### src/rtl/mem_arbiter_if.sv
// mem_arbiter_if: fetch, data and memory-side signals of the unified memory arbiter.
interface mem_arbiter_if #(
    parameter int AW = 32,
    parameter int DW = 32
);
    logic          if_req;
    logic [AW-1:0] if_addr;
    logic          if_flush;
    logic [DW-1:0] if_rdata;
    logic          if_ack;
    logic            dm_req;
    logic            dm_we;
    logic [AW-1:0]   dm_addr;
    logic [DW-1:0]   dm_wdata;
    logic [DW/8-1:0] dm_be;
    logic [DW-1:0]   dm_rdata;
    logic            dm_ack;
    logic stall_if;
    logic stall_mem;
    logic            mem_req;
    logic            mem_we;
    logic [AW-1:0]   mem_addr;
    logic [DW-1:0]   mem_wdata;
    logic [DW/8-1:0] mem_be;
    logic [DW-1:0]   mem_rdata;
    logic            mem_ready;

    modport slave (
        input  if_req, if_addr, if_flush, dm_req, dm_we, dm_addr, dm_wdata, dm_be,
               mem_rdata, mem_ready,
        output if_rdata, if_ack, dm_rdata, dm_ack, stall_if, stall_mem,
               mem_req, mem_we, mem_addr, mem_wdata, mem_be
    );

    modport master (
        output if_req, if_addr, if_flush, dm_req, dm_we, dm_addr, dm_wdata, dm_be,
               mem_rdata, mem_ready,
        input  if_rdata, if_ack, dm_rdata, dm_ack, stall_if, stall_mem,
               mem_req, mem_we, mem_addr, mem_wdata, mem_be
    );
endinterface

### src/rtl/mem_arbiter.sv
// mem_arbiter: shares one single-port memory between fetch and data stages, DM-priority with a streak limit.
module mem_arbiter #(
    parameter int AW            = 32,
    parameter int DW            = 32,
    parameter int MAX_DM_STREAK = 4
) (
    input logic         clk,
    input logic         reset,
    mem_arbiter_if.slave bus
);
    localparam int SW = $clog2(MAX_DM_STREAK + 1);

    typedef enum logic [1:0] {IDLE, BUSY_IF, BUSY_DM, DONE} state_t;

    state_t          state_q, state_d;
    logic            side_dm_q, side_dm_d;
    logic            cancel_q, cancel_d;
    logic [SW-1:0]   streak_q, streak_d;
    logic            mem_we_q, mem_we_d;
    logic [AW-1:0]   mem_addr_q, mem_addr_d;
    logic [DW-1:0]   mem_wdata_q, mem_wdata_d;
    logic [DW/8-1:0] mem_be_q, mem_be_d;
    logic [DW-1:0]   if_rdata_q, if_rdata_d;
    logic [DW-1:0]   dm_rdata_q, dm_rdata_d;
    logic            grant_if, grant_dm, streak_max;

    assign streak_max = streak_q == SW'(MAX_DM_STREAK);

    always_comb begin
        state_d     = state_q;
        side_dm_d   = side_dm_q;
        streak_d    = streak_q;
        mem_we_d    = mem_we_q;
        mem_addr_d  = mem_addr_q;
        mem_wdata_d = mem_wdata_q;
        mem_be_d    = mem_be_q;
        if_rdata_d  = if_rdata_q;
        dm_rdata_d  = dm_rdata_q;
        grant_if    = 1'b0;
        grant_dm    = 1'b0;
        // A flush cancels the fetch that is in flight or waiting for its ack slot.
        cancel_d = (state_q == IDLE) ? 1'b0 :
                   cancel_q | (bus.if_flush & (state_q == BUSY_IF | (state_q == DONE & ~side_dm_q)));
        case (state_q)
            IDLE: begin
                grant_if = bus.if_req & ~bus.if_flush & (~bus.dm_req | streak_max);
                grant_dm = bus.dm_req & ~grant_if;
                if (grant_if) begin
                    state_d     = BUSY_IF;
                    side_dm_d   = 1'b0;
                    streak_d    = '0;
                    mem_we_d    = 1'b0;
                    mem_addr_d  = bus.if_addr;
                    mem_wdata_d = '0;
                    mem_be_d    = '0;
                end else if (grant_dm) begin
                    state_d     = BUSY_DM;
                    side_dm_d   = 1'b1;
                    streak_d    = ~bus.if_req ? '0 : streak_max ? streak_q : streak_q + SW'(1);
                    mem_we_d    = bus.dm_we;
                    mem_addr_d  = bus.dm_addr;
                    mem_wdata_d = bus.dm_wdata;
                    mem_be_d    = bus.dm_be;
                end
            end
            BUSY_IF: begin
                state_d    = bus.mem_ready ? DONE : BUSY_IF;
                if_rdata_d = (bus.mem_ready & ~cancel_d) ? bus.mem_rdata : if_rdata_q;
            end
            BUSY_DM: begin
                state_d    = bus.mem_ready ? DONE : BUSY_DM;
                dm_rdata_d = bus.mem_ready ? bus.mem_rdata : dm_rdata_q;
            end
            default: state_d = IDLE;
        endcase
    end

    always_ff @(posedge clk or posedge reset) begin
        if (reset) begin
            state_q     <= IDLE;
            side_dm_q   <= 1'b0;
            cancel_q    <= 1'b0;
            streak_q    <= '0;
            mem_we_q    <= 1'b0;
            mem_addr_q  <= '0;
            mem_wdata_q <= '0;
            mem_be_q    <= '0;
            if_rdata_q  <= '0;
            dm_rdata_q  <= '0;
        end else begin
            state_q     <= state_d;
            side_dm_q   <= side_dm_d;
            cancel_q    <= cancel_d;
            streak_q    <= streak_d;
            mem_we_q    <= mem_we_d;
            mem_addr_q  <= mem_addr_d;
            mem_wdata_q <= mem_wdata_d;
            mem_be_q    <= mem_be_d;
            if_rdata_q  <= if_rdata_d;
            dm_rdata_q  <= dm_rdata_d;
        end
    end

    assign bus.mem_req   = state_q == BUSY_IF | state_q == BUSY_DM;
    assign bus.mem_we    = mem_we_q;
    assign bus.mem_addr  = mem_addr_q;
    assign bus.mem_wdata = mem_wdata_q;
    assign bus.mem_be    = mem_be_q;
    assign bus.if_rdata  = if_rdata_q;
    assign bus.dm_rdata  = dm_rdata_q;
    assign bus.if_ack    = state_q == DONE & ~side_dm_q & ~cancel_q & ~bus.if_flush;
    assign bus.dm_ack    = state_q == DONE & side_dm_q;
    assign bus.stall_if  = bus.if_req & ~bus.if_ack;
    assign bus.stall_mem = bus.dm_req & ~bus.dm_ack;
endmodule
### src/flat_wrapper.sv
// flat-port wrapper written by rule: the top's interface ports become plain ports
module mem_arbiter_flat 
#(
    parameter int AW            = 32,
    parameter int DW            = 32,
    parameter int MAX_DM_STREAK = 4
)
  (clk, reset, bus_if_req, bus_if_addr, bus_if_flush, bus_dm_req, bus_dm_we, bus_dm_addr, bus_dm_wdata, bus_dm_be, bus_mem_rdata, bus_mem_ready, bus_if_rdata, bus_if_ack, bus_dm_rdata, bus_dm_ack, bus_stall_if, bus_stall_mem, bus_mem_req, bus_mem_we, bus_mem_addr, bus_mem_wdata, bus_mem_be);
  mem_arbiter_if #(.AW(AW), .DW(DW)) bus_i ();
  input logic clk;
  input logic reset;
  input wire logic [$bits(bus_i.if_req)-1:0] bus_if_req;
  input wire logic [$bits(bus_i.if_addr)-1:0] bus_if_addr;
  input wire logic [$bits(bus_i.if_flush)-1:0] bus_if_flush;
  input wire logic [$bits(bus_i.dm_req)-1:0] bus_dm_req;
  input wire logic [$bits(bus_i.dm_we)-1:0] bus_dm_we;
  input wire logic [$bits(bus_i.dm_addr)-1:0] bus_dm_addr;
  input wire logic [$bits(bus_i.dm_wdata)-1:0] bus_dm_wdata;
  input wire logic [$bits(bus_i.dm_be)-1:0] bus_dm_be;
  input wire logic [$bits(bus_i.mem_rdata)-1:0] bus_mem_rdata;
  input wire logic [$bits(bus_i.mem_ready)-1:0] bus_mem_ready;
  output wire logic [$bits(bus_i.if_rdata)-1:0] bus_if_rdata;
  output wire logic [$bits(bus_i.if_ack)-1:0] bus_if_ack;
  output wire logic [$bits(bus_i.dm_rdata)-1:0] bus_dm_rdata;
  output wire logic [$bits(bus_i.dm_ack)-1:0] bus_dm_ack;
  output wire logic [$bits(bus_i.stall_if)-1:0] bus_stall_if;
  output wire logic [$bits(bus_i.stall_mem)-1:0] bus_stall_mem;
  output wire logic [$bits(bus_i.mem_req)-1:0] bus_mem_req;
  output wire logic [$bits(bus_i.mem_we)-1:0] bus_mem_we;
  output wire logic [$bits(bus_i.mem_addr)-1:0] bus_mem_addr;
  output wire logic [$bits(bus_i.mem_wdata)-1:0] bus_mem_wdata;
  output wire logic [$bits(bus_i.mem_be)-1:0] bus_mem_be;
  assign bus_i.if_req = bus_if_req;
  assign bus_i.if_addr = bus_if_addr;
  assign bus_i.if_flush = bus_if_flush;
  assign bus_i.dm_req = bus_dm_req;
  assign bus_i.dm_we = bus_dm_we;
  assign bus_i.dm_addr = bus_dm_addr;
  assign bus_i.dm_wdata = bus_dm_wdata;
  assign bus_i.dm_be = bus_dm_be;
  assign bus_i.mem_rdata = bus_mem_rdata;
  assign bus_i.mem_ready = bus_mem_ready;
  assign bus_if_rdata = bus_i.if_rdata;
  assign bus_if_ack = bus_i.if_ack;
  assign bus_dm_rdata = bus_i.dm_rdata;
  assign bus_dm_ack = bus_i.dm_ack;
  assign bus_stall_if = bus_i.stall_if;
  assign bus_stall_mem = bus_i.stall_mem;
  assign bus_mem_req = bus_i.mem_req;
  assign bus_mem_we = bus_i.mem_we;
  assign bus_mem_addr = bus_i.mem_addr;
  assign bus_mem_wdata = bus_i.mem_wdata;
  assign bus_mem_be = bus_i.mem_be;
  mem_arbiter #(.AW(AW), .DW(DW), .MAX_DM_STREAK(MAX_DM_STREAK)) u_core (.clk(clk), .reset(reset), .bus(bus_i));
endmodule
### config.mk
export PLATFORM = sky130hd
export DESIGN_NAME = mem_arbiter_flat
export DESIGN_NICKNAME = d
export VERILOG_FILES = /design/src/rtl/mem_arbiter_if.sv /design/src/rtl/mem_arbiter.sv /design/src/flat_wrapper.sv
export SDC_FILE = /design/constraint.sdc
export NUM_CORES = 1
export LEC_CHECK = 0
export ABC_AREA = 1
export CAP_MARGIN = 40
export CORE_MARGIN = 4
export CORE_UTILIZATION = 42
export DETAILED_ROUTE_END_ITERATION = 16
export HOLD_SLACK_MARGIN = 0.02
export MAX_ROUTING_LAYER = met4
export PLACE_DENSITY = 0.8
export SYNTH_ARGS = -nofsm -noshare
export SYNTH_HDL_FRONTEND = slang
export SYNTH_SLANG_ARGS = --single-unit
### constraint.sdc
create_clock -name clk -period 6.5 [get_ports clk]
set_clock_uncertainty 0.1 [all_clocks]
set_input_delay 0.975 -clock clk [delete_from_list [all_inputs] [get_ports clk]]
set_output_delay 0.975 -clock clk [all_outputs]
set_load 0.005 [all_outputs]
After elaboration in Yosys (flattened, before gate mapping). Index checks and enable logic that the tools add are counted.

Register bits after elaboration: 140. Bits of input ports: 139. Output and inout port bits: 138. Logic and storage cells: 66.

Add/subtract/negate cells: 1. Equal/unequal tests: 6. Muxes and demuxes: 20. Bitwise logic cells: 23. Reductions and logical operators: 6.

Operators by type and width (number): $mux 32 (4); $mux 3 (4); $and 1x1->1 (11); $mux 4 (2); $not 1->1 (8); $mux 1 (6); $mux 2 (3); $ne 3x3->1 const B (2); $pmux 2 s3 (1); $reduce_and 2->1 (3); $eq 2x2->1 const B (2); $or 1x1->1 (4); $add 3x1->3 const B (1); $eq 3x3->1 const B (1); $reduce_and 3->1 (1); $eq 2x1->1 const B (1); $logic_not 2->1 (1); $reduce_bool 2->1 (1).

Depth between registers and ports, before layout.
Depth in word-level cells: 9. Mapped depth: 10. Gate-level depth less buffers: 9.

Worst setup path before layout. OpenSTA, ideal clock, no wires.

Kind: input-to-output. Start point: in bus_if_flush. End point: out bus_stall_if. Arrival: 1316 ps. Required time: 5425 ps. Path slack: 4109 ps. Stages: 2. Path buffers: 0. Cells stage by stage: nor3_1 nor2_1.

Longest elaborated chain between the ends: 4.

Ends and longest elaborated chain: start: declaration (RTL line flat_wrapper.sv:14) `input wire logic [$bits(bus_i.if_flush)-1:0] bus_if_flush;`; $not 1->1 (RTL line mem_arbiter.sv:111) `assign bus.if_ack = state_q == DONE & ~side_dm_q & ~cancel_q & ~bus.if_flush;`; $and 1x1->1 (RTL line mem_arbiter.sv:111); $not 1->1 (RTL line mem_arbiter.sv:113) `assign bus.stall_if = bus.if_req & ~bus.if_ack;`; $and 1x1->1 (RTL line mem_arbiter.sv:113); end: declaration (RTL line flat_wrapper.sv:26) `output wire logic [$bits(bus_i.stall_if)-1:0] bus_stall_if;`.

No other way between the ends.

Worst setup path after layout.
Start point: in bus_if_flush. End point: out bus_if_ack.

Longest elaborated chain between the ends: 2.

Ends and longest elaborated chain: $not 1->1 (RTL line mem_arbiter.sv:111); $and 1x1->1 (RTL line mem_arbiter.sv:111); end: declaration (RTL line flat_wrapper.sv:23) `output wire logic [$bits(bus_i.if_ack)-1:0] bus_if_ack;`.

No other way between the ends.

==> impl_metrics.json <==
{
  "final_antenna_net_count": 0,
  "setup_viol": 0,
  "cts_buffers": 17,
  "syn-instance-count": 763,
  "hold_class": "reg -> reg",
  "place_congestion": 0.794,
  "drc": 0,
  "maxCapViolCount": 0,
  "grt_usage_pct": 23.6,
  "clk_pin_slew_worst_paths_ps": 60,
  "slew_viol_final": 0,
  "area_growth_pct": 55.8,
  "rsz0062_at_grt": "no",
  "die_h_um": 130,
  "relSlewSlack_pct": 43.3,
  "synth.top_cell.area_share_pct": 56.0,
  "cp_num_cells": 3,
  "path_max_fanout": 5,
  "worstPathCellList": "clkdlybuf4s50_1, nor3_1, clkdlybuf4s50_1",
  "worstSkewPairLatency_ps": 410,
  "clockRootBuffer": "clkbuf_16",
  "status": "finished clean",
  "cts_resized": 0,
  "yosys.area_share.simple_pct": 32.6,
  "hold_path_depth": 2,
  "yosysSeqAreaShare_pct": 56.0,
  "fmax_mhz": 290,
  "path_common_cell": "clkdlybuf4s50_1",
  "start_kind": "primary input",
  "wire_per_inst_um": 16.0,
  "crit_required_ps": 5420,
  "crit_type": "in -> out",
  "synth_top_family_by_area": "simple AND/OR/NAND/NOR gates",
  "synth-adder-area-share_pct": 1.40,
  "synth-compound-area-share_pct": 3.26,
  "rr_worst_depth": 8,
  "first_global_vias": 5861,
  "fin_tns_setup_ps": 0,
  "synth.distinct_cells": 23,
  "synth_area_per_cell_um2": 8.20,
  "slowest_stage": "clkdlybuf4s50_1",
  "synth_warnings": 0,
  "wl_um": 19500,
  "slowest_delay_ps": 550,
  "layout.nets": 1170,
  "die_x_um": 130,
  "antenna_found_initial": 0,
  "io_buffer_count": 276,
  "finalCritPeriodShare_pct": 53.0,
  "synth_xor_area_share_pct": 0,
  "cts_sinks": 140,
  "num_antenna_cells": 0,
  "start_util_pct": 42.9,
  "power_density_nw_per_um2": 437,
  "coreArea_um2": 14600,
  "synthMuxAreaShare_pct": 0,
  "grt_pass1_wl_um": 30100,
  "synth.largest_area_cell": "dfrtp_1",
  "crit_arrival_ps": 2370,
  "drive_gt1_share_pct": 4.83,
  "drtIter0Drc": 350,
  "end_kind": "output port",
  "overflow": 0,
  "ioPinCount": 277,
  "netlist_area_um2": 6260,
  "finalHoldViolCount": 0,
  "cts_tree": "done",
  "detailed_place_hpwl_um": 13600,
  "ys_top_cells_by_area": "dfrtp_1 56%, nand2_1 22%, nand3_1 5.4%",
  "postSynthNetCount": 909,
  "ys_seq_elements": 140,
  "cts_buffer_depth": 2,
  "cp_top_family": "buffers and inverters",
  "htreeDepth": 4,
  "rows": 44,
  "min_period_ps": 3450,
  "post_cts_buffers": 0,
  "vias": 5964,
  "holdBufCountCts": 0,
  "tightest_slew_ps": 849,
  "p_leak_nw": 4.84,
  "first_pass_iters": 5,
  "grt_start_max_net_pins": 87,
  "die_area_um2": 16900,
  "path_buf_inv": 2,
  "routed_via_density": 4.89,
  "worst_hold_slack_ps": 371,
  "ir_drop_mv": 0.235
}
## final timing paths
kind / start / to / slack, ps
min in group asynchronous: reset / u_core.bus.mem_we$_DFFE_PP0P_ / 990
worst min register to register: u_core.bus.if_rdata[22]$_DFFE_PP0P_ / u_core.bus.if_rdata[22]$_DFFE_PP0P_ / 370
worst max register to register: u_core.state_q[1]$_DFFE_PP0P_ / u_core.bus.if_rdata[13]$_DFFE_PP0P_ / 4130
worst max-delay path: bus_if_flush / bus_if_ack / 3050
worst min-delay path: u_core.bus.if_rdata[22]$_DFFE_PP0P_ / u_core.bus.if_rdata[22]$_DFFE_PP0P_ / 370
max in group asynchronous: reset / u_core.bus.if_rdata[24]$_DFFE_PP0P_ / 4110
## worst min-delay path, cell delays in order (launching register included)
cell and delay (ps):
dfrtp_1 340, nand2_1 50, nand2_1 50
## synthesized netlist by cell type
library cell / number
inv_2: 2
nand3_1: 68
a21oi_1: 1
nand3b_1: 32
nand4_1: 1
nand2_4: 1
nor2_1: 10
inv_1: 49
buf_4: 3
nor3_1: 1
clkbuf_1: 9
nor2_4: 1
buf_2: 26
dfrtp_1: 140
buf_6: 2
clkinv_1: 1
a21oi_2: 1
nor2_2: 1
o21ai_0: 38
nand2_2: 4
clkbuf_2: 3
ha_1: 7
nand2_1: 362
## layer usage
layer | vias to the layer above | global-route usage [%] | share of wire, %
met5 | - | - | 0
met4 | 0 | 6.85 | 1.1
met3 | 14 | 7.45 | 8.9
met2 | 238 | 37.7 | 48
met1 | 2813 | 28.9 | 42
li1 | 2899 | - | -
## layout make-up
class	count	area (um2)
timing repair buffer	285	2890
sequential	140	3500
fill	1188	4840
clock buffer	21	470
inverter	52	200
tap	184	230
multi-input combinational	528	2330
clock inverter	10	116
## power by group
group          total (mW)  switching, mW  internal, mW  leakage (nW)
registers            1.51          0.230          1.28          1.75
clock network       0.957          0.364         0.593         0.285
logic                1.80          0.797         0.998          2.81
total                4.26           1.39          2.87          4.84
## cells in the final DEF (no fill, tap or decap), types with 2 or more instances in the layout
cell type	Yosys	final
buf_16	0	3
buf_4	3	6
bufinv_16	0	2
clkbuf_16	0	17
clkbuf_8	0	3
clkdlybuf4s50_1	0	276
clkinv_2	0	3
clkinv_4	0	3
clkinvlp_4	0	2
dfrtp_1	140	140
ha_1	7	7
inv_1	49	48
inv_2	2	2
nand2_1	362	362
nand2_2	4	4
nand3_1	68	68
nand3b_1	32	32
nor2_1	10	10
o21ai_0	38	38
## cells by family after synthesis
group           count (synthesis)
fa+ha+maj                       7
simple gates                  481
flops                         140
compound gates                 40
buf+inv                        95
## state kept, by name, summed over array words and instances, names as in the netlist
| signal | flops |
|---|---|
| u_core.state_q | 2 |
| u_core.streak_q | 3 |
| u_core.bus.dm_rdata | 32 |
| u_core.side_dm_q | 1 |
| u_core.cancel_q | 1 |
| u_core.bus.mem_we | 1 |
| u_core.bus.mem_wdata | 32 |
| u_core.bus.if_rdata | 32 |
| u_core.bus.mem_addr | 32 |
| u_core.bus.mem_be | 4 |
## through the flow
stage / worst slack [ps] / instances / total power [mW] / area, um2 / utilization, %
6_report: 3050 / 1220 / 4.26 / 9740 / 66.8
5_1_grt: 2970 / 1220 / 4.56 / 9740 / 66.8
2_1_floorplan: 1670 / 763 / 2.20 / 6260 / -
4_1_cts: 3040 / 1220 / 4.31 / 9740 / 66.8
3_5_place_dp: 3040 / 1189 / 3.32 / 9160 / 62.8
3_3_place_gp: 3070 / 1186 / 3.24 / 9070 / 62.2
(Power assumes the default switching activity.)
